<file path="src/rtl/muldiv_pkg.sv">
// muldiv_pkg: shared encodings and helpers
// for the iterative RV32M multiply/divide unit.
package muldiv_pkg;

  localparam int XLEN_DEFAULT = 32;

  localparam logic [2:0] F_MUL    = 3'b000;
  localparam logic [2:0] F_MULH   = 3'b001;
  localparam logic [2:0] F_MULHSU = 3'b010;
  localparam logic [2:0] F_MULHU  = 3'b011;
  localparam logic [2:0] F_DIV    = 3'b100;
  localparam logic [2:0] F_DIVU   = 3'b101;
  localparam logic [2:0] F_REM    = 3'b110;
  localparam logic [2:0] F_REMU   = 3'b111;

  typedef enum logic [1:0] {
    S_IDLE,
    S_CALC,
    S_FAST,
    S_DONE
  } state_t;

  function automatic logic [XLEN_DEFAULT-1:0] cond_neg(
    input logic [XLEN_DEFAULT-1:0] x,
    input logic                    neg
  );
    return neg ? (~x + 1'b1) : x;
  endfunction

  function automatic logic [XLEN_DEFAULT-1:0] abs_val(
    input logic [XLEN_DEFAULT-1:0] x,
    input logic                    sgn
  );
    return cond_neg(x, sgn & x[XLEN_DEFAULT-1]);
  endfunction

endpackage

</file>
<file path="src/rtl/muldiv_unit.sv">
// muldiv_unit: radix-2 shift-add multiplier and
// restoring divider sharing one hi/lo register pair.
module muldiv_unit
  import muldiv_pkg::*;
#(
  parameter int XLEN = XLEN_DEFAULT
) (
  input  logic            clk,
  input  logic            rst,
  input  logic            start,
  input  logic [2:0]      funct3,
  input  logic [XLEN-1:0] rs1_data,
  input  logic [XLEN-1:0] rs2_data,
  input  logic [4:0]      rd_in,
  output logic            busy,
  output logic            done,
  output logic [XLEN-1:0] result,
  output logic [4:0]      rd_out
);

  localparam int CW = $clog2(XLEN + 1);

  state_t state, state_nx;

  logic [2:0]      op;
  logic [4:0]      rd_q;
  logic [XLEN-1:0] a, b, hi, lo;
  logic            sa, sb;
  logic [CW-1:0]   cnt;

  logic            s1, s2, accept, ovf, fast, last;
  logic [XLEN-1:0] abs1, abs2;
  logic [XLEN:0]   msum, rsh, rdiff;
  logic [2*XLEN-1:0] prod, prod_s;
  logic [XLEN-1:0] fin, fres;
  logic            div0;

  // operand signedness, accept and special-case detection
  always_comb begin
    s1 = 1'b0;
    s2 = 1'b0;
    unique case (funct3)
      F_MUL, F_MULH, F_DIV, F_REM: begin
        s1 = 1'b1;
        s2 = 1'b1;
      end
      F_MULHSU: s1 = 1'b1;
      default: ;
    endcase
    abs1   = abs_val(rs1_data, s1);
    abs2   = abs_val(rs2_data, s2);
    accept = start & ((state == S_IDLE) | (state == S_DONE));
    ovf    = ((funct3 == F_DIV) | (funct3 == F_REM))
           & (rs1_data == {1'b1, {(XLEN-1){1'b0}}})
           & (&rs2_data);
    fast   = funct3[2] & ((rs2_data == '0) | ovf);
    last   = (cnt == CW'(XLEN));
  end

  // one iteration step plus final sign fix-up
  always_comb begin
    msum   = {1'b0, hi} + (lo[0] ? {1'b0, a} : '0);
    rsh    = {hi, lo[XLEN-1]};
    rdiff  = rsh - {1'b0, b};
    prod   = {hi, lo};
    prod_s = (sa ^ sb) ? -prod : prod;
    div0   = (b == '0);
    fin    = '0;
    fres   = '0;
    unique case (1'b1)
      op == F_MUL:                fin = prod_s[XLEN-1:0];
      !op[2] && op[1:0] != 2'b00: fin = prod_s[2*XLEN-1:XLEN];
      op[2] && op[1]:             fin = cond_neg(hi, sa);
      op[2] && !op[1]:            fin = cond_neg(lo, sa ^ sb);
    endcase
    unique case (1'b1)
      div0 && !op[1]:  fres = '1;
      div0 && op[1]:   fres = cond_neg(a, sa);
      !div0 && !op[1]: fres = {1'b1, {(XLEN-1){1'b0}}};
      !div0 && op[1]:  fres = '0;
    endcase
  end

  // state register
  always_ff @(posedge clk) begin
    if (rst) state <= S_IDLE;
    else     state <= state_nx;
  end

  // next state and status outputs
  always_comb begin
    state_nx = state;
    busy     = 1'b0;
    done     = 1'b0;
    unique case (state)
      S_IDLE, S_DONE: begin
        done     = (state == S_DONE);
        state_nx = accept ? (fast ? S_FAST : S_CALC)
                          : S_IDLE;
      end
      S_CALC: begin
        busy = 1'b1;
        if (last) state_nx = S_DONE;
      end
      S_FAST: begin
        busy     = 1'b1;
        state_nx = S_DONE;
      end
      default: state_nx = S_IDLE;
    endcase
  end

  // operand capture, iteration and result register
  always_ff @(posedge clk) begin
    if (rst) begin
      op     <= '0;
      rd_q   <= '0;
      a      <= '0;
      b      <= '0;
      sa     <= 1'b0;
      sb     <= 1'b0;
      hi     <= '0;
      lo     <= '0;
      cnt    <= '0;
      result <= '0;
      rd_out <= '0;
    end else if (accept) begin
      op   <= funct3;
      rd_q <= rd_in;
      a    <= abs1;
      b    <= abs2;
      sa   <= s1 & rs1_data[XLEN-1];
      sb   <= s2 & rs2_data[XLEN-1];
      hi   <= '0;
      lo   <= funct3[2] ? abs1 : abs2;
      cnt  <= '0;
    end else if (state == S_CALC) begin
      if (!last) begin
        cnt <= cnt + CW'(1);
        if (!op[2]) begin
          hi <= msum[XLEN:1];
          lo <= {msum[0], lo[XLEN-1:1]};
        end else begin
          hi <= rdiff[XLEN] ? rsh[XLEN-1:0]
                            : rdiff[XLEN-1:0];
          lo <= {lo[XLEN-2:0], ~rdiff[XLEN]};
        end
      end else begin
        result <= fin;
        rd_out <= rd_q;
      end
    end else if (state == S_FAST) begin
      result <= fres;
      rd_out <= rd_q;
    end
  end

endmodule

</file>
<file path="config.mk">
export PLATFORM = sky130hd
export DESIGN_NAME = muldiv_unit
export DESIGN_NICKNAME = d
export VERILOG_FILES = /design/src/rtl/muldiv_pkg.sv /design/src/rtl/muldiv_unit.sv
export SDC_FILE = /design/constraint.sdc
export NUM_CORES = 1
export LEC_CHECK = 0
export CAP_MARGIN = 20
export CORE_AREA = 2 2 240 242
export CTS_CLUSTER_SIZE = 8
export DETAILED_ROUTE_END_ITERATION = 8
export DIE_AREA = 0 0 242 244
export PLACE_DENSITY = 0.53
export SLEW_MARGIN = 10
export SYNTH_ARGS = -nofsm -noshare
export SYNTH_HDL_FRONTEND = slang
export SYNTH_SLANG_ARGS = --single-unit
export TNS_END_PERCENT = 1
</file>
<file path="constraint.sdc">
create_clock -name clk -period 3.54 [get_ports clk]
set_input_delay 0.354 -clock clk [delete_from_list [all_inputs] [get_ports clk]]
set_output_delay 0.354 -clock clk [all_outputs]
set_load 0.01 [all_outputs]
</file>
## After elaboration in Yosys (flattened, before gate mapping)

Index checks and enable logic that the tools add are counted.

- $add $sub $neg: 9
- Multiplexer cells: 30
- Reduce and logical (&&, ||, !) cells: 27
- Bitwise operators: 18
- Equality and inequality tests: 11

Operators with widths:

| operator | count |
|---|---|
| 32-bit two-way mux | 16 |
| 32-bit one-hot mux with 4 select lines | 2 |
| 32-bit by 1-bit adder with 32-bit output (second input constant) | 5 |
| 32-bit NOT | 5 |
| 32-bit zero test | 2 |
| 64-bit two-way mux | 1 |
| 64-bit negator | 1 |
| 32-bit by 32-bit adder with 33-bit output | 1 |
| 33-bit by 32-bit subtractor with 33-bit output | 1 |
| 32-bit equality test (second input constant) | 1 |
| 32-bit AND reduction | 1 |
| 5-bit two-way mux | 3 |
| 1-bit logical AND | 7 |
| 6-bit by 1-bit adder with 6-bit output (second input constant) | 1 |
| 1-bit bitwise AND | 6 |
| 3-bit equality test (second input constant) | 2 |
| 6-bit equality test (second input constant) | 1 |
| 3-bit zero test | 2 |
| 2-bit two-way mux | 3 |
| 2-bit one-hot mux with 3 select lines | 1 |
| 2-bit nonzero test | 3 |
| 2-bit OR reduction | 3 |
| 5-bit OR reduction | 1 |
| 2-bit equality test (second input constant) | 2 |
| other kinds (13) | 24 |

- Flip-flop bits (word level): 183
- Output and inout bits: 39
- Word-level logic and storage cells: 107

## Logic depth before layout (Yosys ltp)

- Depth after elaboration: 9
- Mapped depth: 15
- Gate-level depth less buffers: 13

## Worst setup path before layout

OpenSTA, ideal clock, no wires.

- Path kind: reg2reg
- From: register lo[0]
- To: register hi[29]
- Stages on the path, launching flop included: 14
- Data required time: 3.411 ns
- Period minus slack after synthesis: 3.356 ns
- Setup slack: 0.184 ns
- Arrival time: 3.227 ns
- Path through: dfxtp_1 > clkbuf_1 > clkbuf_1 > and2_1 > ha_1 > a2111oi_0 > o21ai_0 > a21oi_1 > o21ai_0 > a31oi_1 > nor4_1 > or3_1 > a31oi_1 > o21ai_0

- Longest elaborated chain between the ends: 3

Ends and longest elaborated chain:

| item | line | source |
|---|---|---|
| start, declared | muldiv_unit.sv:27 | `logic [XLEN-1:0] a, b, hi, lo;` |
| start signal, assigned | muldiv_unit.sv:135 | `lo <= funct3[2] ? abs1 : abs2;` |
| start signal, assigned | muldiv_unit.sv:142 | `lo <= {msum[0], lo[XLEN-1:1]};` |
| start signal, assigned | muldiv_unit.sv:146 | `lo <= {lo[XLEN-2:0], ~rdiff[XLEN]};` |
| 32-bit two-way mux | muldiv_unit.sv:62 | `msum = {1'b0, hi} + (lo[0] ? {1'b0, a} : '0);` |
| 32-bit by 32-bit adder with 33-bit output | muldiv_unit.sv:62 |  |
| 32-bit two-way mux | muldiv_unit.sv:140 | `if (!op[2]) begin` |
| end signal, assigned | muldiv_unit.sv:141 | `hi <= msum[XLEN:1];` |
| end signal, assigned | muldiv_unit.sv:144 | `hi <= rdiff[XLEN] ? rsh[XLEN-1:0]` |
| end, declared | muldiv_unit.sv:27 |  |

Every way passes these cells.
A chain may end at the register's enable or synchronous reset.

## Worst setup path after layout

- From: register hi[17]
- To: register result[26]

- Longest elaborated chain between the ends: 6
- Elaborated cells between the ends (all ways): 8

Ends and longest elaborated chain:

| item | line | source |
|---|---|---|
| parallel branches: the longest is 3 deep, another holds 64-bit negator | n/a |  |
| 32-bit one-hot mux with 4 select lines (*) | muldiv_unit.sv:70 | `unique case (1'b1)` |
| 32-bit two-way mux (*) | muldiv_unit.sv:138 | `if (!last) begin` |
| 32-bit two-way mux (*) | muldiv_unit.sv:137 | `end else if (state == S_CALC) begin` |
| end signal, assigned | muldiv_unit.sv:149 | `result <= fin;` |
| end signal, assigned | muldiv_unit.sv:153 | `result <= fres;` |
| end, declared | muldiv_unit.sv:17 | `output logic [XLEN-1:0] result,` |

Mark *: on every way between the ends. The select of a mux whose other input is x is not followed.

==> impl_metrics.env <==
export IMPL_fin_ws_ns=0.163
export IMPL_p_leak_nw=7.53
export IMPL_viasPerCell=5.69
export IMPL_syn_to_final_growth_pct=20.9
export IMPL_gp_congestion=0.950
export IMPL_r2r_start="hi[17]"
export IMPL_synth_top_cell_by_area="dfxtp_1"
export IMPL_rr_worst_depth=9
export IMPL_grt_pass1_wl_um=109000
export IMPL_top_level_ports=114
export IMPL_drc=0
export IMPL_die_height_um=244
export IMPL_track_usage_pct=24.3
export IMPL_drtIter0Drc=1650
export IMPL_cp_start_kind="flop"
export IMPL_ys_seq_area_share_pct=22.5
export IMPL_critPathRequiredTime_ns=3.89
export IMPL_fmax_ghz=0.296
export IMPL_end_kind="flop"
export IMPL_cts_sinks=183
export IMPL_num_rows=87
export IMPL_syn_inst=2259
export IMPL_ir_drop_mv=0.386
export IMPL_worst_pin_slew_ns=0.987
export IMPL_dpl_hpwl_um=59100
export IMPL_die_x_um=242
export IMPL_finalSetupTns_ns=0
export IMPL_wl_per_cell_um=23.2
export IMPL_status="complete, no violations"
export IMPL_hold_violations=0
export IMPL_reg2reg_to="result[26]"
export IMPL_yosysWarningCount=0
export IMPL_postCtsHoldBufs=0
export IMPL_syn_nets=2410
export IMPL_period_minus_slack_ns=3.38
export IMPL_num_vias=18033
export IMPL_arrival_ns=3.73
export IMPL_netlist_area_leader_share_pct=22.5
export IMPL_cts_htree_levels=4
export IMPL_slew_headroom_pct=33.7
export IMPL_cp_startpoint="hi[17]"
export IMPL_drive_gt1_share_pct=10.7
export IMPL_clk_latency_ns=0.49
export IMPL_critPathCapture="result[26]"
export IMPL_grt_max_degree=75
export IMPL_skew_ns=0.0376
export IMPL_detail_route_first_pass_iterations=7
export IMPL_port_buffers=113
export IMPL_avgSynthCellArea_um2=7.20
export IMPL_synthTopCellsByArea="dfxtp_1 23%, a21oi_1 7.2%, xor2_1 5.9%"
export IMPL_start_util_pct=29.0
export IMPL_clk_pin_slew_worst_paths_ns=0.07
export IMPL_grt_pass1_vias=17205
export IMPL_synth_edf_count=0
export IMPL_period_share_pct=95.4
export IMPL_core_area_um2=56200
export IMPL_cap_violations=0
export IMPL_wirelength_um=73500
export IMPL_cp_max_fo=4
export IMPL_worstSetupPathType="reg2reg"
export IMPL_p_total_mw=16.5
export IMPL_netlist_area_um2=16300
export IMPL_setup_violations_final=0
export IMPL_synth_ff_type="dfxtp_1"
export IMPL_final_util_pct=35.0
export IMPL_grt_overflow=0
export IMPL_p_per_area_nw_per_um2=841
export IMPL_async_flop_share_pct=0
export IMPL_cts_inserted_buffers=17
export IMPL_synth_cell_types=77
export IMPL_cts_buffer_depth=2
export IMPL_r2r_slack_ns=0.16
export IMPL_antenna_found_initial=3
export IMPL_clk_root_buffer_cell="clkbuf_16"
export IMPL_hold_class="in2reg"
export IMPL_post_place_ws_ns=-0.0214
export IMPL_fill_cells=6077
export IMPL_synth_seq_cells=183
export IMPL_dieArea_um2=59000
export IMPL_slew_violations=0
export IMPL_cts_tree="done"
export IMPL_drtAntennaViolNets=0
export IMPL_nets=2554
## critical path, cell delays in order, from the launching register on
cell and delay [ns]:
dfxtp_1 0.38, or4_4 0.56, or3_4 0.39, or3_4 0.35
or4_4 0.53, o41a_1 0.40, xnor2_1 0.14, a21oi_1 0.08
nor3_1 0.34, nor3_1 0.09
## stage by stage
step,hold slack (ns),cell area (um^2),instances
final,0.303,19700,3172
after global routing,0.303,19700,3171
after CTS,0.313,19600,3169
after detailed placement,0.447,19100,3138
after global placement,0.441,19100,3138
after floorplan,0.432,16300,2259
## worst min path at each step
stage	slack, ns	startpoint	cells after the start	end
detailed placement	0.45	rd_q[4]	2	rd_q[4]
global placement	0.44	rd_q[0]	2	rd_out[0]
floorplan	0.43	rd_q[0]	2	rd_out[0]
global route	0.30	rst	2	rd_out[3]
CTS	0.31	rst	2	lo[19]
finish	0.30	rst	2	rd_out[3]
## cell usage after synthesis (13+ instances only)
master	number
clkbuf_1	137
o21ai_0	156
a211oi_1	83
nor3_1	61
nand3_1	32
a21o_1	19
o22ai_1	13
inv_1	74
o41ai_1	16
a31oi_1	26
nor4_1	36
buf_1	15
or4_1	23
xor2_1	110
and2_1	37
nor2_1	238
or3_1	18
a21oi_1	233
xnor2_1	100
ha_1	74
nand2b_1	22
nand2_1	201
o211ai_1	42
and3_1	15
nand4_1	28
mux2i_1	60
dfxtp_1	183
buf_2	13
o31ai_1	42
## cell families (layout without fill, tap and decap cells)
family	count (synthesis)	after routing	synth area share (%)
AOI/OAI and AO/OA	727	727	28.1
xor gates and xnor gates	210	210	11.3
adders and majority gates	76	76	5.94
buffers and inverters	243	399	5.78
DFF	183	183	22.5
muxes	68	68	4.24
other	0	1	0
and+or+nand+nor	752	752	22.1
## timing repair
| action | in CTS | in global routing |
|---|---|---|
| setup endpoints to repair | 0 | 27 |
| resized for setup | 0 | 14 |
| setup buffers | 0 | 1 |
## flip-flops by register name, indices dropped and copies added, names as in the netlist
name / count
lo: 32
result: 32
state: 2
b: 32
cnt: 6
sa: 1
hi: 32
rd_out: 5
op: 3
a: 32
rd_q: 5
sb: 1
## power breakdown
part	internal [mW]	total, mW	switching, mW	leakage [nW]
Combinational	4.30	11.2	6.91	5.77
Clock	0.945	1.90	0.960	0.259
Sequential	2.66	3.44	0.782	1.50
Total	7.90	16.5	8.65	7.53
## cell type report
class / count / area [um^2] / area share [%]
Multi-Input combinational cell: 1833 / 11700 / 59.7
Sequential cell: 183 / 3670 / 18.6
Timing Repair Buffer: 293 / 2490 / 12.7
Tap cell: 756 / 946 / 4.81
Clock buffer: 20 / 457 / 2.32
Inverter: 75 / 282 / 1.43
Clock inverter: 11 / 90.1 / 0.458
Antenna cell: 1 / 2.50 / 0.0127
## placed cells by master, fill, tap and decap left out, types with 11 or more instances in the layout
cell type        instances
or3_1                   18
o21ai_0                155
inv_1                   74
buf_4                  179
a211oi_1                83
xor2_1                 109
o211ai_1                42
nand4_1                 28
nand2_1                200
dfxtp_1                180
o22ai_1                 13
clkbuf_16               17
nor4_1                  35
clkdlybuf4s50_1        111
ha_1                    73
nand3_1                 32
o41ai_1                 16
nor2_1                 237
or4_1                   23
mux2i_1                 60
a21oi_1                231
a21o_1                  19
nor3_1                  61
o31ai_1                 42
a31oi_1                 24
and3_1                  15
and2_1                  35
a22oi_1                 11
nand2b_1                22
xnor2_1                 99
## per-layer routing
metal,track usage (%),routed length [um],vias up
met2,39.6,33200,688
met5,0,0,-
met3,3.38,4550,136
met1,32.2,32700,8693
li1,-,-,8516
met4,10.1,3020,0
Power figures use the tool's default switching activity.
